[src/rtl/arm_ctrl_pkg.sv]
// Shared types and encodings for the ID/EX control path: field widths, opcode and
// EX command encodings, the control FSM states and the EX control bundle.
package arm_ctrl_pkg;

   localparam int MODE_LEN    = 2;
   localparam int OPCODE_LEN  = 4;
   localparam int EXE_CMD_LEN = 4;

   localparam logic [MODE_LEN-1:0] MODE_ARITH  = 2'b00;
   localparam logic [MODE_LEN-1:0] MODE_MEMORY = 2'b01;
   localparam logic [MODE_LEN-1:0] MODE_BRANCH = 2'b10;

   localparam logic [OPCODE_LEN-1:0] OP_AND = 4'b0000;
   localparam logic [OPCODE_LEN-1:0] OP_EOR = 4'b0001;
   localparam logic [OPCODE_LEN-1:0] OP_SUB = 4'b0010;
   localparam logic [OPCODE_LEN-1:0] OP_ADD = 4'b0100;
   localparam logic [OPCODE_LEN-1:0] OP_ADC = 4'b0101;
   localparam logic [OPCODE_LEN-1:0] OP_SBC = 4'b0110;
   localparam logic [OPCODE_LEN-1:0] OP_TST = 4'b1000;
   localparam logic [OPCODE_LEN-1:0] OP_CMP = 4'b1010;
   localparam logic [OPCODE_LEN-1:0] OP_ORR = 4'b1100;
   localparam logic [OPCODE_LEN-1:0] OP_MOV = 4'b1101;
   localparam logic [OPCODE_LEN-1:0] OP_MVN = 4'b1111;

   localparam logic [EXE_CMD_LEN-1:0] EXE_MOV = 4'b0001;
   localparam logic [EXE_CMD_LEN-1:0] EXE_ADD = 4'b0010;
   localparam logic [EXE_CMD_LEN-1:0] EXE_ADC = 4'b0011;
   localparam logic [EXE_CMD_LEN-1:0] EXE_SUB = 4'b0100;
   localparam logic [EXE_CMD_LEN-1:0] EXE_SBC = 4'b0101;
   localparam logic [EXE_CMD_LEN-1:0] EXE_AND = 4'b0110;
   localparam logic [EXE_CMD_LEN-1:0] EXE_ORR = 4'b0111;
   localparam logic [EXE_CMD_LEN-1:0] EXE_EOR = 4'b1000;
   localparam logic [EXE_CMD_LEN-1:0] EXE_MVN = 4'b1001;

   localparam logic S_LDR = 1'b1;
   localparam logic S_STR = 1'b0;

   typedef enum logic [1:0] {
      RUN      = 2'd0,
      MEM_WAIT = 2'd1,
      FLUSH    = 2'd2
   } cu_state_e;

   typedef struct packed {
      logic [EXE_CMD_LEN-1:0] exe_cmd;
      logic                   mem_read;
      logic                   mem_write;
      logic                   wb_enable;
      logic                   imm;
      logic                   branch_taken;
      logic                   status_write_enable;
   } ctrl_bundle_t;

endpackage

[src/rtl/control_unit_seq_if.sv]
// ID-stage to control-unit bundle: instruction fields and hazard/condition inputs in,
// ID/EX control register, pipeline stall/flush and memory handshake out.
interface control_unit_seq_if;
   import arm_ctrl_pkg::*;

   logic                   valid_in;
   logic [MODE_LEN-1:0]    mode;
   logic [OPCODE_LEN-1:0]  opcode;
   logic                   s;
   logic                   imm_in;
   logic                   cond_pass;
   logic                   hazard;
   // mem_req stays high while an access is outstanding; the access completes on the
   // rising edge of any cycle that sees mem_req && mem_ready. mem_ready alone means nothing.
   logic                   mem_ready;
   logic                   mem_req;

   logic                   ex_valid;
   logic [EXE_CMD_LEN-1:0] exe_cmd;
   logic                   mem_read;
   logic                   mem_write;
   logic                   wb_enable;
   logic                   imm;
   logic                   branch_taken;
   logic                   status_write_enable;
   logic                   stall;
   logic                   flush;
   logic                   illegal;
   logic                   mem_error;
   cu_state_e              dbg_state;

   modport slave (
      input  valid_in, mode, opcode, s, imm_in, cond_pass, hazard, mem_ready,
      output ex_valid, exe_cmd, mem_read, mem_write, wb_enable, imm, branch_taken,
             status_write_enable, mem_req, stall, flush, illegal, mem_error, dbg_state
   );

   modport master (
      output valid_in, mode, opcode, s, imm_in, cond_pass, hazard, mem_ready,
      input  ex_valid, exe_cmd, mem_read, mem_write, wb_enable, imm, branch_taken,
             status_write_enable, mem_req, stall, flush, illegal, mem_error, dbg_state
   );

endinterface

[src/rtl/ctrl_decode.sv]
// Purely combinational decode of mode/opcode/S into the EX control bundle, flagging
// encodings that have no meaning (unused arithmetic opcodes and mode 11).
module ctrl_decode
   import arm_ctrl_pkg::*;
(
   input  logic [MODE_LEN-1:0]   mode,
   input  logic [OPCODE_LEN-1:0] opcode,
   input  logic                  s,
   input  logic                  imm_in,
   output ctrl_bundle_t          bundle,
   output logic                  illegal
);

   always_comb begin
      bundle  = '0;
      illegal = 1'b0;
      case (mode)
         MODE_ARITH: begin
            bundle.wb_enable           = 1'b1;
            bundle.status_write_enable = s;
            bundle.imm                 = imm_in;
            case (opcode)
               OP_MOV: bundle.exe_cmd = EXE_MOV;
               OP_MVN: bundle.exe_cmd = EXE_MVN;
               OP_ADD: bundle.exe_cmd = EXE_ADD;
               OP_ADC: bundle.exe_cmd = EXE_ADC;
               OP_SUB: bundle.exe_cmd = EXE_SUB;
               OP_SBC: bundle.exe_cmd = EXE_SBC;
               OP_AND: bundle.exe_cmd = EXE_AND;
               OP_ORR: bundle.exe_cmd = EXE_ORR;
               OP_EOR: bundle.exe_cmd = EXE_EOR;
               // Compare/test only update flags, whatever S says.
               OP_CMP: begin
                  bundle.exe_cmd             = EXE_SUB;
                  bundle.wb_enable           = 1'b0;
                  bundle.status_write_enable = 1'b1;
               end
               OP_TST: begin
                  bundle.exe_cmd             = EXE_AND;
                  bundle.wb_enable           = 1'b0;
                  bundle.status_write_enable = 1'b1;
               end
               default: begin
                  bundle  = '0;
                  illegal = 1'b1;
               end
            endcase
         end
         MODE_MEMORY: begin
            bundle.exe_cmd   = EXE_ADD;
            bundle.imm       = imm_in;
            bundle.mem_read  = (s == S_LDR);
            bundle.wb_enable = (s == S_LDR);
            bundle.mem_write = (s == S_STR);
         end
         MODE_BRANCH: bundle.branch_taken = 1'b1;
         default:     illegal = 1'b1;
      endcase
   end

endmodule

[src/rtl/control_unit_seq.sv]
// ID/EX control register with a RUN / MEM_WAIT / FLUSH sequencer that inserts hazard
// bubbles, holds memory operations until ready or timeout, and flushes after branches.
module control_unit_seq
   import arm_ctrl_pkg::*;
#(
   parameter int MEM_TIMEOUT  = 15,
   parameter int FLUSH_CYCLES = 1
) (
   input logic               clk,
   input logic               rst_n,
   control_unit_seq_if.slave bus
);

   localparam int CNT_MAX = (MEM_TIMEOUT > FLUSH_CYCLES) ? MEM_TIMEOUT : FLUSH_CYCLES;
   localparam int CNT_W   = $clog2(CNT_MAX + 1);

   cu_state_e          state_q, state_d;
   logic [CNT_W-1:0]   cnt_q, cnt_d;
   ctrl_bundle_t       bundle_q, bundle_d;
   logic               ex_valid_q, ex_valid_d;
   logic               illegal_q, illegal_d;
   logic               mem_error_q, mem_error_d;

   ctrl_bundle_t       dec_bundle;
   logic               dec_illegal;
   logic               issue_ok;

   ctrl_decode u_decode (
      .mode    (bus.mode),
      .opcode  (bus.opcode),
      .s       (bus.s),
      .imm_in  (bus.imm_in),
      .bundle  (dec_bundle),
      .illegal (dec_illegal)
   );

   assign issue_ok = bus.valid_in && !bus.hazard && bus.cond_pass;

   always_comb begin
      state_d     = state_q;
      cnt_d       = cnt_q;
      bundle_d    = bundle_q;
      ex_valid_d  = ex_valid_q;
      illegal_d   = 1'b0;
      mem_error_d = mem_error_q;
      case (state_q)
         RUN: begin
            bundle_d   = '0;
            ex_valid_d = 1'b0;
            if (issue_ok) begin
               if (dec_illegal) begin
                  illegal_d = 1'b1;
               end else begin
                  bundle_d   = dec_bundle;
                  ex_valid_d = 1'b1;
                  if (dec_bundle.mem_read || dec_bundle.mem_write) begin
                     state_d = MEM_WAIT;
                     cnt_d   = '0;
                  end else if (dec_bundle.branch_taken) begin
                     state_d = FLUSH;
                     cnt_d   = CNT_W'(FLUSH_CYCLES - 1);
                  end
               end
            end
         end
         MEM_WAIT: begin
            // Ready is checked first so a ready on the last allowed cycle still completes.
            if (bus.mem_ready || (cnt_q == CNT_W'(MEM_TIMEOUT - 1))) begin
               if (!bus.mem_ready) mem_error_d = 1'b1;
               state_d    = RUN;
               cnt_d      = '0;
               bundle_d   = '0;
               ex_valid_d = 1'b0;
            end else begin
               cnt_d = cnt_q + CNT_W'(1);
            end
         end
         FLUSH: begin
            bundle_d   = '0;
            ex_valid_d = 1'b0;
            if (cnt_q == '0) state_d = RUN;
            else             cnt_d   = cnt_q - CNT_W'(1);
         end
         default: begin
            state_d    = RUN;
            cnt_d      = '0;
            bundle_d   = '0;
            ex_valid_d = 1'b0;
         end
      endcase
   end

   always_ff @(posedge clk or negedge rst_n) begin
      if (!rst_n) begin
         state_q     <= RUN;
         cnt_q       <= '0;
         bundle_q    <= '0;
         ex_valid_q  <= 1'b0;
         illegal_q   <= 1'b0;
         mem_error_q <= 1'b0;
      end else begin
         state_q     <= state_d;
         cnt_q       <= cnt_d;
         bundle_q    <= bundle_d;
         ex_valid_q  <= ex_valid_d;
         illegal_q   <= illegal_d;
         mem_error_q <= mem_error_d;
      end
   end

   assign bus.ex_valid            = ex_valid_q;
   assign bus.exe_cmd             = bundle_q.exe_cmd;
   assign bus.mem_read            = bundle_q.mem_read;
   assign bus.mem_write           = bundle_q.mem_write;
   assign bus.wb_enable           = bundle_q.wb_enable;
   assign bus.imm                 = bundle_q.imm;
   assign bus.branch_taken        = bundle_q.branch_taken;
   assign bus.status_write_enable = bundle_q.status_write_enable;
   assign bus.illegal             = illegal_q;
   assign bus.mem_error           = mem_error_q;
   assign bus.dbg_state           = state_q;

   // A hazard only stalls when there is an instruction to hold back.
   assign bus.mem_req = (state_q == MEM_WAIT);
   assign bus.stall   = (state_q == MEM_WAIT) ||
                        ((state_q == RUN) && bus.valid_in && bus.hazard);
   assign bus.flush   = (state_q == FLUSH);

endmodule
[src/flat_wrapper.sv]
// flat-port wrapper written by rule: the top's interface ports become plain ports
module control_unit_seq_flat import arm_ctrl_pkg::*;
#(
   parameter int MEM_TIMEOUT  = 15,
   parameter int FLUSH_CYCLES = 1
)
  (clk, rst_n, bus_valid_in, bus_mode, bus_opcode, bus_s, bus_imm_in, bus_cond_pass, bus_hazard, bus_mem_ready, bus_ex_valid, bus_exe_cmd, bus_mem_read, bus_mem_write, bus_wb_enable, bus_imm, bus_branch_taken, bus_status_write_enable, bus_mem_req, bus_stall, bus_flush, bus_illegal, bus_mem_error, bus_dbg_state);
  control_unit_seq_if bus_i ();
  input logic clk;
  input logic rst_n;
  input wire logic [$bits(bus_i.valid_in)-1:0] bus_valid_in;
  input wire logic [$bits(bus_i.mode)-1:0] bus_mode;
  input wire logic [$bits(bus_i.opcode)-1:0] bus_opcode;
  input wire logic [$bits(bus_i.s)-1:0] bus_s;
  input wire logic [$bits(bus_i.imm_in)-1:0] bus_imm_in;
  input wire logic [$bits(bus_i.cond_pass)-1:0] bus_cond_pass;
  input wire logic [$bits(bus_i.hazard)-1:0] bus_hazard;
  input wire logic [$bits(bus_i.mem_ready)-1:0] bus_mem_ready;
  output wire logic [$bits(bus_i.ex_valid)-1:0] bus_ex_valid;
  output wire logic [$bits(bus_i.exe_cmd)-1:0] bus_exe_cmd;
  output wire logic [$bits(bus_i.mem_read)-1:0] bus_mem_read;
  output wire logic [$bits(bus_i.mem_write)-1:0] bus_mem_write;
  output wire logic [$bits(bus_i.wb_enable)-1:0] bus_wb_enable;
  output wire logic [$bits(bus_i.imm)-1:0] bus_imm;
  output wire logic [$bits(bus_i.branch_taken)-1:0] bus_branch_taken;
  output wire logic [$bits(bus_i.status_write_enable)-1:0] bus_status_write_enable;
  output wire logic [$bits(bus_i.mem_req)-1:0] bus_mem_req;
  output wire logic [$bits(bus_i.stall)-1:0] bus_stall;
  output wire logic [$bits(bus_i.flush)-1:0] bus_flush;
  output wire logic [$bits(bus_i.illegal)-1:0] bus_illegal;
  output wire logic [$bits(bus_i.mem_error)-1:0] bus_mem_error;
  output wire logic [$bits(bus_i.dbg_state)-1:0] bus_dbg_state;
  assign bus_i.valid_in = bus_valid_in;
  assign bus_i.mode = bus_mode;
  assign bus_i.opcode = bus_opcode;
  assign bus_i.s = bus_s;
  assign bus_i.imm_in = bus_imm_in;
  assign bus_i.cond_pass = bus_cond_pass;
  assign bus_i.hazard = bus_hazard;
  assign bus_i.mem_ready = bus_mem_ready;
  assign bus_ex_valid = bus_i.ex_valid;
  assign bus_exe_cmd = bus_i.exe_cmd;
  assign bus_mem_read = bus_i.mem_read;
  assign bus_mem_write = bus_i.mem_write;
  assign bus_wb_enable = bus_i.wb_enable;
  assign bus_imm = bus_i.imm;
  assign bus_branch_taken = bus_i.branch_taken;
  assign bus_status_write_enable = bus_i.status_write_enable;
  assign bus_mem_req = bus_i.mem_req;
  assign bus_stall = bus_i.stall;
  assign bus_flush = bus_i.flush;
  assign bus_illegal = bus_i.illegal;
  assign bus_mem_error = bus_i.mem_error;
  assign bus_dbg_state = bus_i.dbg_state;
  control_unit_seq #(.MEM_TIMEOUT(MEM_TIMEOUT), .FLUSH_CYCLES(FLUSH_CYCLES)) u_core (.clk(clk), .rst_n(rst_n), .bus(bus_i));
endmodule
[config.mk]
export PLATFORM = sky130hd
export DESIGN_NAME = control_unit_seq_flat
export DESIGN_NICKNAME = d
export VERILOG_FILES = /design/src/rtl/arm_ctrl_pkg.sv /design/src/rtl/control_unit_seq_if.sv /design/src/rtl/ctrl_decode.sv /design/src/rtl/control_unit_seq.sv /design/src/flat_wrapper.sv
export SDC_FILE = /design/constraint.sdc
export NUM_CORES = 1
export LEC_CHECK = 0
export CAP_MARGIN = 20
export CORE_UTILIZATION = 55
export CTS_CLUSTER_SIZE = 25
export DETAILED_ROUTE_END_ITERATION = 6
export DONT_BUFFER_PORTS = 1
export GPL_ROUTABILITY_DRIVEN = 0
export MAX_ROUTING_LAYER = met4
export PLACE_DENSITY = 0.78
export SLEW_MARGIN = 20
export SYNTH_ARGS = -nofsm -noshare
export SYNTH_HDL_FRONTEND = slang
export SYNTH_HIERARCHICAL = 1
export SYNTH_SLANG_ARGS = --single-unit
[constraint.sdc]
create_clock -name clk -period 1.7 [get_ports clk]
set_clock_uncertainty 0.2 [all_clocks]
set_input_delay 0.17 -clock clk [delete_from_list [all_inputs] [get_ports clk]]
set_output_delay 0.17 -clock clk [all_outputs]
set_load 0.005 [all_outputs]
### Word level (Yosys, flattened, before mapping)

Index checks and enable logic that the tools add are counted.

* ROM bits: 0
* memories: 0
* output and inout port bits: 18
* word-level logic and storage cells: 92
* bits in writable memories: 0
* input bits: 14
* register bits after elaboration: 19
* latch bits: 0

* multipliers: 0
* muxes and demuxes: 34
* shift-type cells: 0
* magnitude comparators: 0
* divide/modulo/power cells: 0
* add/subtract/negate cells: 2
* eq/ne operators: 21
* bitwise operators: 2
* reduce and logical (&&, ||, !) cells: 21

Operator list (count)
* $pmux 4 s9: 1
* $mux 10: 3
* $eq 4x4->1 const B: 6
* $mux 4: 6
* $pmux 10 s2: 1
* $pmux 8 s2: 1
* $mux 2: 7
* $eq 4x3->1 const B: 3
* $pmux 4 s3: 1
* $reduce_or 11->1: 1
* $mux 1: 9
* $reduce_or 9->1: 1
* $logic_not 4->1: 2
* $pmux 1 s2: 4
* $reduce_or 2->1: 4
* $ne 2x1->1 const B: 3
* $pmux 2 s3: 1
* $reduce_and 5->1: 1
* $add 4x1->4 const B: 1
* $eq 2x1->1 const B: 2
* $eq 2x2->1 const B: 2
* $eq 4x1->1 const B: 1
* $eq 4x2->1 const B: 1
* $logic_and 1x1->1: 4
* other kinds (9): 14

### Logic depth before layout (Yosys ltp)

Gate-level depths: netlist (run 1).

* depth in word-level cells: 9
* depth in mapped cells: 8

### By module

Netlist (run 1), hierarchy kept.

Modules (own cells, without submodules)
* control_unit_seq: sequential area each 475.5 um^2, cells each 91, times used 1, area each 989.7 um^2
* ctrl_decode: sequential area each 0.0 um^2, cells each 39, times used 1, area each 266.5 um^2

### Least setup slack after synthesis (run 1)

OpenSTA, ideal clock, no wires.

* kind: flip-flop to flip-flop
* from: reg u_core.state_q[1] (netlist: u_core/bus.dbg_state[1])
* to: reg u_core.bundle_q (netlist bit u_core/bus.exe_cmd[2])
* data arrival time: 1.565 ns
* path slack: -0.131 ns
* stages on the path, launching flop included: 8
* required time: 1.434 ns
* setup time: 0.066 ns
* buffers on the path: 2
* period minus slack after synthesis: 1.831 ns
* cell sequence: dfrtp_1 inv_1 ha_1 nor2b_1 and2_1 buf_6 clkbuf_1 a22o_1

* cells in the longest elaborated chain, start to end: 2
* elaborated cells between the ends (all ways): 4
* those cells by class: eq/ne: 2; mux: 1; reduce/logical: 1

RTL lines
* start, declared: RTL line control_unit_seq.sv:17 `cu_state_e state_q, state_d;`
* start signal, assigned: RTL line control_unit_seq.sv:102 `state_q <= state_d;`
* $eq 2x1->1 (*)
* named net bus_mem_req: RTL line flat_wrapper.sv:27 `output wire logic [$bits(bus_i.mem_req)-1:0] bus_mem_req;`
* $pmux 10 s2 / $ne 2x1->1 (equally long branches)
* end signal, assigned: RTL line control_unit_seq.sv:104 `bundle_q <= bundle_d;`
* end, declared: RTL line control_unit_seq.sv:19 `ctrl_bundle_t bundle_q, bundle_d;`

Mark *: on every way through the listed nets, which the timed path passes. The rest lies on a longest branch.
A chain may end at the register's enable or synchronous reset.

### Final worst setup path (run 1)

* from: reg u_core.state_q[0] (netlist: u_core/bus.dbg_state[0])
* to: reg u_core.state_q[0] (netlist: u_core/bus.dbg_state[0])

* cells in the longest elaborated chain, start to end: 3
* elaborated cells between the ends (all ways): 10
* those cells by class: eq/ne: 7; mux: 1; reduce/logical: 2

RTL lines
* $eq 2x2->1, or another cell as far along: RTL line control_unit_seq.sv:46 `case (state_q)`
* $ne 2x1->1 (no line), or another cell as far along
* $reduce_and 5->1 (no line)

Several ways; a longest one is shown, not always the timed one.

==> summary.txt, run 1 <==
Final worst slack: -0.171 ns
Synth top area share: 37.8%
Switching Power: 0.821 mW
Setup crit end kind: flop
Post-DP HPWL: 2230 µm
Gr usage total: 31.7%
Pint: 1.24 mW
Io pins: 32
Synth Register Bits: 19
Max-cap viol count: 0
Synth warn: 6
Mapped Area: 1260 µm²
RSZ-0062 raised after global routing: true
Die ar.: 2480 µm²
Final Util: 82.2%
Fillers: 113
Power Density: 1210 nW/µm²
Peak supply drop: 0.898 mV
Finished Layout Cells: 192
I/O Buffers: 0
Root Buffer: clkbuf_4
Final min period: 1.87 ns
CTS H-tree depth: 1
Top FF cell, synth: dfrtp_1
Vias in the first global route: 1181
CTS tree: built
Pleak: 0.793 nW
Residual antenna-violating net count after detailed routing: 0
Initial antenna violation count: 0
Die width: 49.8 µm
Cell variety after synth: 39
R2r worst-path depth: 6
Starting Density: 60.9%
Area of the multi-input gates: 790 µm²
Die Y: 49.8 µm
Post-Synthesis Cells: 130
Combinational share of power: 60.8%
Clock share of power: 11.8%
Fin. Hold Viols: 0
Synth area leader: dfrtp_1
Sw Ratio: 39.9%
Crit Path Category: flop to flop
Fmax: 0.534 GHz
Clock insertion delay at the later pin of the skew report: 0.31 ns
CTS clk-pin slew, worst paths: 0.12 ns
Hold Crit Depth: 3
Seq pwr share: 27.4%
Vias per cell: 6.17
Largest net degree at the start of global routing: 20
Synth top cells by count: dfrtp_1, inv_1, a22o_1, ha_1, nand2_1
CP required: 1.72 ns
Via Count: 1185
Most common cell in the netlist: dfrtp_1
Residual DRC: 0
Slew margin rel.: 42.7%
DP Worst Slack: -0.200 ns
Net count, final: 190
Dpl cells: 171
Sequential area share after synthesis: 37.8%
Avg Cell Area, Syn: 9.66 µm²
Ant diodes: 0
Net Count, Synth: 154
Final setup viols: 18
Worst Tran Pin Value: 0.857 ns
Post-synth EDFFs: 0
Cts bufs inserted: 3
DRT iter0 DRCs: 41
Post-synth ARST share: 100%
Fin Setup TNS: -1.40 ns
Drt first pass iters: 4
Clock buffer depth: 2
Layout cells sized above 1: 35.8%
# clock sinks: 19
Drt total wl: 3560 µm
Row cnt: 16
CP Launch Type: flop
Worst-path fanout max: 5
Hold Path Class: input port to flop
Status: complete, but fails checks
Core area: 2060 µm²
Total power: 2.06 mW
Failing checks: negative setup slack
Slew Viols, Final: 0
CP arrival: 1.89 ns
First-pass GRT wire length: 5660 µm
WL/cell: 18.6 µm
Tcrit/Tclk final: 110%
Layout area overhead: 35.0%
Reg area: 475 µm²
Top post-synthesis cells by area: dfrtp_1, ha_1, a22o_1
Total congestion overflow: 0
sequential cells by signal, indices dropped and copies added (netlist names):
name,flops
u_core/bus.mem_read,1
u_core/bus.illegal,1
u_core/bus.mem_write,1
u_core/bus.dbg_state,2
u_core/bus.mem_error,1
u_core/bus.wb_enable,1
u_core/bus.exe_cmd,4
u_core/bus.status_write_enable,1
u_core/cnt_q,4
u_core/bus.ex_valid,1
u_core/bus.branch_taken,1
u_core/bus.imm,1
path summary, 6_finish.rpt:
path,start,end,slack [ns]
worst max-delay path,u_core/bus.dbg_state[0],u_core/bus.dbg_state[0],-0.17
worst min-delay path,bus_opcode[1],u_core/bus.exe_cmd[1],0.005
worst max register to register,u_core/bus.dbg_state[0],u_core/bus.dbg_state[0],-0.17
worst min register to register,u_core/bus.mem_error,u_core/bus.mem_error,0.32
max in group asynchronous,rst_n,u_core/bus.dbg_state[0],0.57
min in group asynchronous,rst_n,u_core/bus.mem_read,0.20
metrics by stage:
| stage | hold WS [ns] | area [µm²] |
|---|---|---|
| after floorplan | -0.326 | 1300 |
| after global placement | -0.325 | 1430 |
| after detailed placement | -0.325 | 1430 |
| after CTS | 0.00872 | 1630 |
| after global routing | 0.0287 | 1700 |
| final | 0.00484 | 1700 |
area by class of cell:
type | instances | share of cell area (%)
tap | 27 | 1.99
multi-input combinational | 91 | 46.6
inverter | 13 | 2.88
timing repair buffer | 38 | 18.9
clock buffer | 3 | 1.33
sequential | 19 | 28.0
clock inverter | 1 | 0.295
power by group through the flow:
| stage | Sequential [mW] | Clock (mW) | Combinational (mW) |
|---|---|---|---|
| after detailed placement | 0.562 | 0 | 0.905 |
| after CTS | 0.556 | 0.247 | 1.08 |
| after floorplan | 0.574 | 0 | 0.581 |
| after global routing | 0.569 | 0.268 | 1.32 |
| after global placement | 0.558 | 0 | 0.870 |
| final | 0.563 | 0.243 | 1.25 |
layout by cell type (no fill, tap or decap), drive strengths merged:
master,instances
nor3,4
a211oi,1
o21ai,8
o2bb2ai,2
or3,3
a221oi,1
mux2i,3
xor2,2
nor2,3
a31o,3
o311ai,1
nand2b,4
a21boi,1
a21oi,2
o21bai,1
a31oi,2
a21o,1
dfrtp,19
a211o,1
nand2,10
ha,10
and3b,1
clkinv,1
o31ai,2
o21ba,1
a22o,10
clkbuf,3
a311oi,1
nand3b,2
nor2b,2
inv,13
a2bb2oi,2
nand4b,1
buf,30
nand3,4
and2,2
dlygate4sd3,8
worst max-delay path, cell delays in order (launching register included):
cell     delay (ns)
dfrtp_1        0.46
ha_4           0.19
nor2b_4        0.12
and2_4         0.17
buf_6          0.13
a211o_1        0.27
mux2i_1        0.23
kinds of logic after synthesis:
logic type,after synthesis,synth area share [%]
multiplexers,3,2.39
flip-flops,19,37.8
AO/OA/AOI/OAI,40,24.3
XOR/XNOR,2,1.39
adder cells (fa/ha/maj),10,9.96
AND/OR/NAND/NOR,36,15.9
buffers and inverters,20,8.17
metal layers:
layer,global-route usage [%],routed length (µm),part of all wire [%],up-vias
met4,13.8,42,1.2,0
met5,-,0,0,-
li1,-,-,-,539
met2,52.7,1780,50,66
met1,37.9,1460,41,575
met3,4.94,283,7.9,5
repair_timing:
item | CTS | global route
hold endpoints to repair | 26 | 0
hold buffers | 8 | 0
resized for setup | 12 | 8
buffers inserted | 4 | 5
pin swaps | 5 | 4
endpoints found under the setup margin | 19 | 19
Note: power is estimated with default switching activity, not from simulation.
==> run 2: changes to the inputs <==
- CORE_UTILIZATION: 55 -> 50
- CTS_BUF_LIST: not set -> sky130_fd_sc_hd__clkbuf_8 sky130_fd_sc_hd__clkbuf_16
- PLACE_DENSITY: 0.78 -> 0.73
==> summary.txt, run 2 (synthesis gave the netlist of run 1 again) <==
Worst-path fanout max: 11 (+6)
Power Density: 1240 nW/µm² (+2.1%)
Final setup viols: 15 (-3)
CP Launch Type: flop
I/O Buffers: 0 (unchanged)
Crit Path Category: flop to flop
CTS tree: built
Reg area: 475 µm² (unchanged)
Peak supply drop: 0.960 mV (+6.9%)
Clock insertion delay at the later pin of the skew report: 0.25 ns (-0.06 ns)
Via Count: 1115 (-5.9%)
Core area: 2300 µm² (+11%)
Slew margin rel.: 41.6% (-1.1 points)
DRT iter0 DRCs: 29 (-29%)
Clock buffer depth: 2 (unchanged)
Tcrit/Tclk final: 104% (-5.9 points)
Net count, final: 186 (-2.1%)
Fmax: 0.565 GHz (+5.6%)
Gr usage total: 27.1% (-4.6 points)
First-pass GRT wire length: 5090 µm (-10%)
Cts bufs inserted: 3 (unchanged)
Residual antenna-violating net count after detailed routing: 0 (unchanged)
Final worst slack: -0.0713 ns (+0.100 ns)
RSZ-0062 raised after global routing: true
Layout cells sized above 1: 39.8% (+4.0 points)
CP arrival: 1.76 ns (-0.13 ns)
Pleak: 0.798 nW (+0.53%)
Ant diodes: 0 (unchanged)
Max-cap viol count: 0 (unchanged)
Failing checks: negative setup slack
CTS clk-pin slew, worst paths: 0.08 ns (-0.04 ns)
CTS H-tree depth: 1 (unchanged)
Layout area overhead: 37.2%
Slew Viols, Final: 0 (unchanged)
Commonest non-fill, non-tap cell in the layout: buf_4
Area of the multi-input gates: 821 µm² (+4.0%)
Starting Density: 54.7% (-6.2 points)
Commonest cells after routing, fill and taps aside: buf_4, dfrtp_1, inv_1, nand2_1, a22o_1
Die Y: 52.1 µm (+4.7%)
DP Worst Slack: -0.223 ns (-0.0233 ns)
Fillers: 151 (+34%)
WL/cell: 17.8 µm (-4.4%)
Hold Path Class: input port to flop
Die ar.: 2720 µm² (+9.6%)
Vias in the first global route: 1137 (-3.7%)
Io pins: 32 (unchanged)
Drt total wl: 3360 µm (-5.9%)
Drt first pass iters: 4 (unchanged)
Worst Tran Pin Value: 0.874 ns (+0.0166 ns)
Residual DRC: 0 (unchanged)
Largest net degree at the start of global routing: 20 (unchanged)
Post-Layout Inst Area: 1720 µm² (+1.6%)
Vias per cell: 5.90 (-4.4%)
Post-DP HPWL: 2260 µm (+1.5%)
Status: complete, but fails checks
Initial antenna violation count: 0 (unchanged)
CP required: 1.69 ns (-0.03 ns)
DP Area: 1470 µm² (+2.7%)
Root Buffer: clkbuf_8
Total congestion overflow: 0 (unchanged)
Die width: 52.1 µm (+4.7%)
Fin. Hold Viols: 0 (unchanged)
Final min period: 1.77 ns (-0.100 ns)
# clock sinks: 19 (unchanged)
Row cnt: 17 (+1)
Setup crit end kind: flop
==> run 2: path summary, 6_finish.rpt <==
path | slack (ns) | depth (start not counted) | to | start
worst min register to register | 0.31 | 1 | u_core/bus.mem_error | u_core/bus.mem_error
worst max-delay path | -0.07 | 7 | u_core/bus.mem_read | u_core/bus.dbg_state[0]
min in group asynchronous | 0.27 | 1 | u_core/bus.dbg_state[1] | rst_n
worst min-delay path | 0.01 | 2 | u_core/bus.exe_cmd[2] | bus_opcode[2]
max in group asynchronous | 0.48 | 1 | u_core/cnt_q[0] | rst_n
worst max register to register | -0.07 | 7 | u_core/bus.mem_read | u_core/bus.dbg_state[0]
==> run 2: report_power, final <==
part	switching, mW	internal [mW]	total, mW
logic	0.638	0.635	1.27
registers	0.0450	0.508	0.553
clock network	0.147	0.160	0.307
==> run 2: layout make-up <==
type / instances / area share, %
Inverter: 13 / 2.83
Tap cell: 28 / 2.03
Clock inverter: 1 / 0.218
Timing Repair Buffer: 34 / 17.3
Multi-Input combinational cell: 91 / 47.6
Clock buffer: 3 / 2.40
Sequential cell: 19 / 27.6
==> run 2: routing by layer <==
layer	GRT usage [%]	wire (µm)	part of all wire [%]	vias to the layer above
met5	-	0	0	-
met3	4.09	106	3.2	2
li1	-	-	-	529
met4	13.5	34	1.0	0
met2	48.5	1860	55	31
met1	28.8	1360	41	553
==> run 2: critical path, cell delays in order (launching register included) <==
cell and delay, ns:
dfrtp_1 0.43, ha_4 0.18, nor2b_4 0.13, and2_4 0.15, buf_12 0.12, nor3_4 0.20, buf_12 0.16, a22o_1 0.14
==> run 2: repair_timing <==
action                                 CTS  global route
hold buffers                             4             0
setup endpoints to repair               18            18
gates resized for setup                 11            16
pin swaps                                6             6
endpoints found under the hold margin   22             0
setup buffers                            3             1
==> run 2: per-stage QoR <==
stage	instances	TNS, ns	hold slack, ns	total power [mW]	utilization, %
detailed placement	177	-2.55	-0.325	1.49	64.1
CTS	188	-0.0793	0.00444	1.91	71.6
finish	189	-0.590	0.0111	2.13	75.0
global placement	177	-1.30	-0.325	1.46	64.1
floorplan	130	0	-0.326	1.16	-
global route	189	-1.63	0.0154	2.27	75.0
==> run 3: changes to the inputs <==
- CAP_MARGIN: 20 -> not set
==> results of run 3 <==
Same layout as run 2: the final DEF is identical, and so are final timing and power.
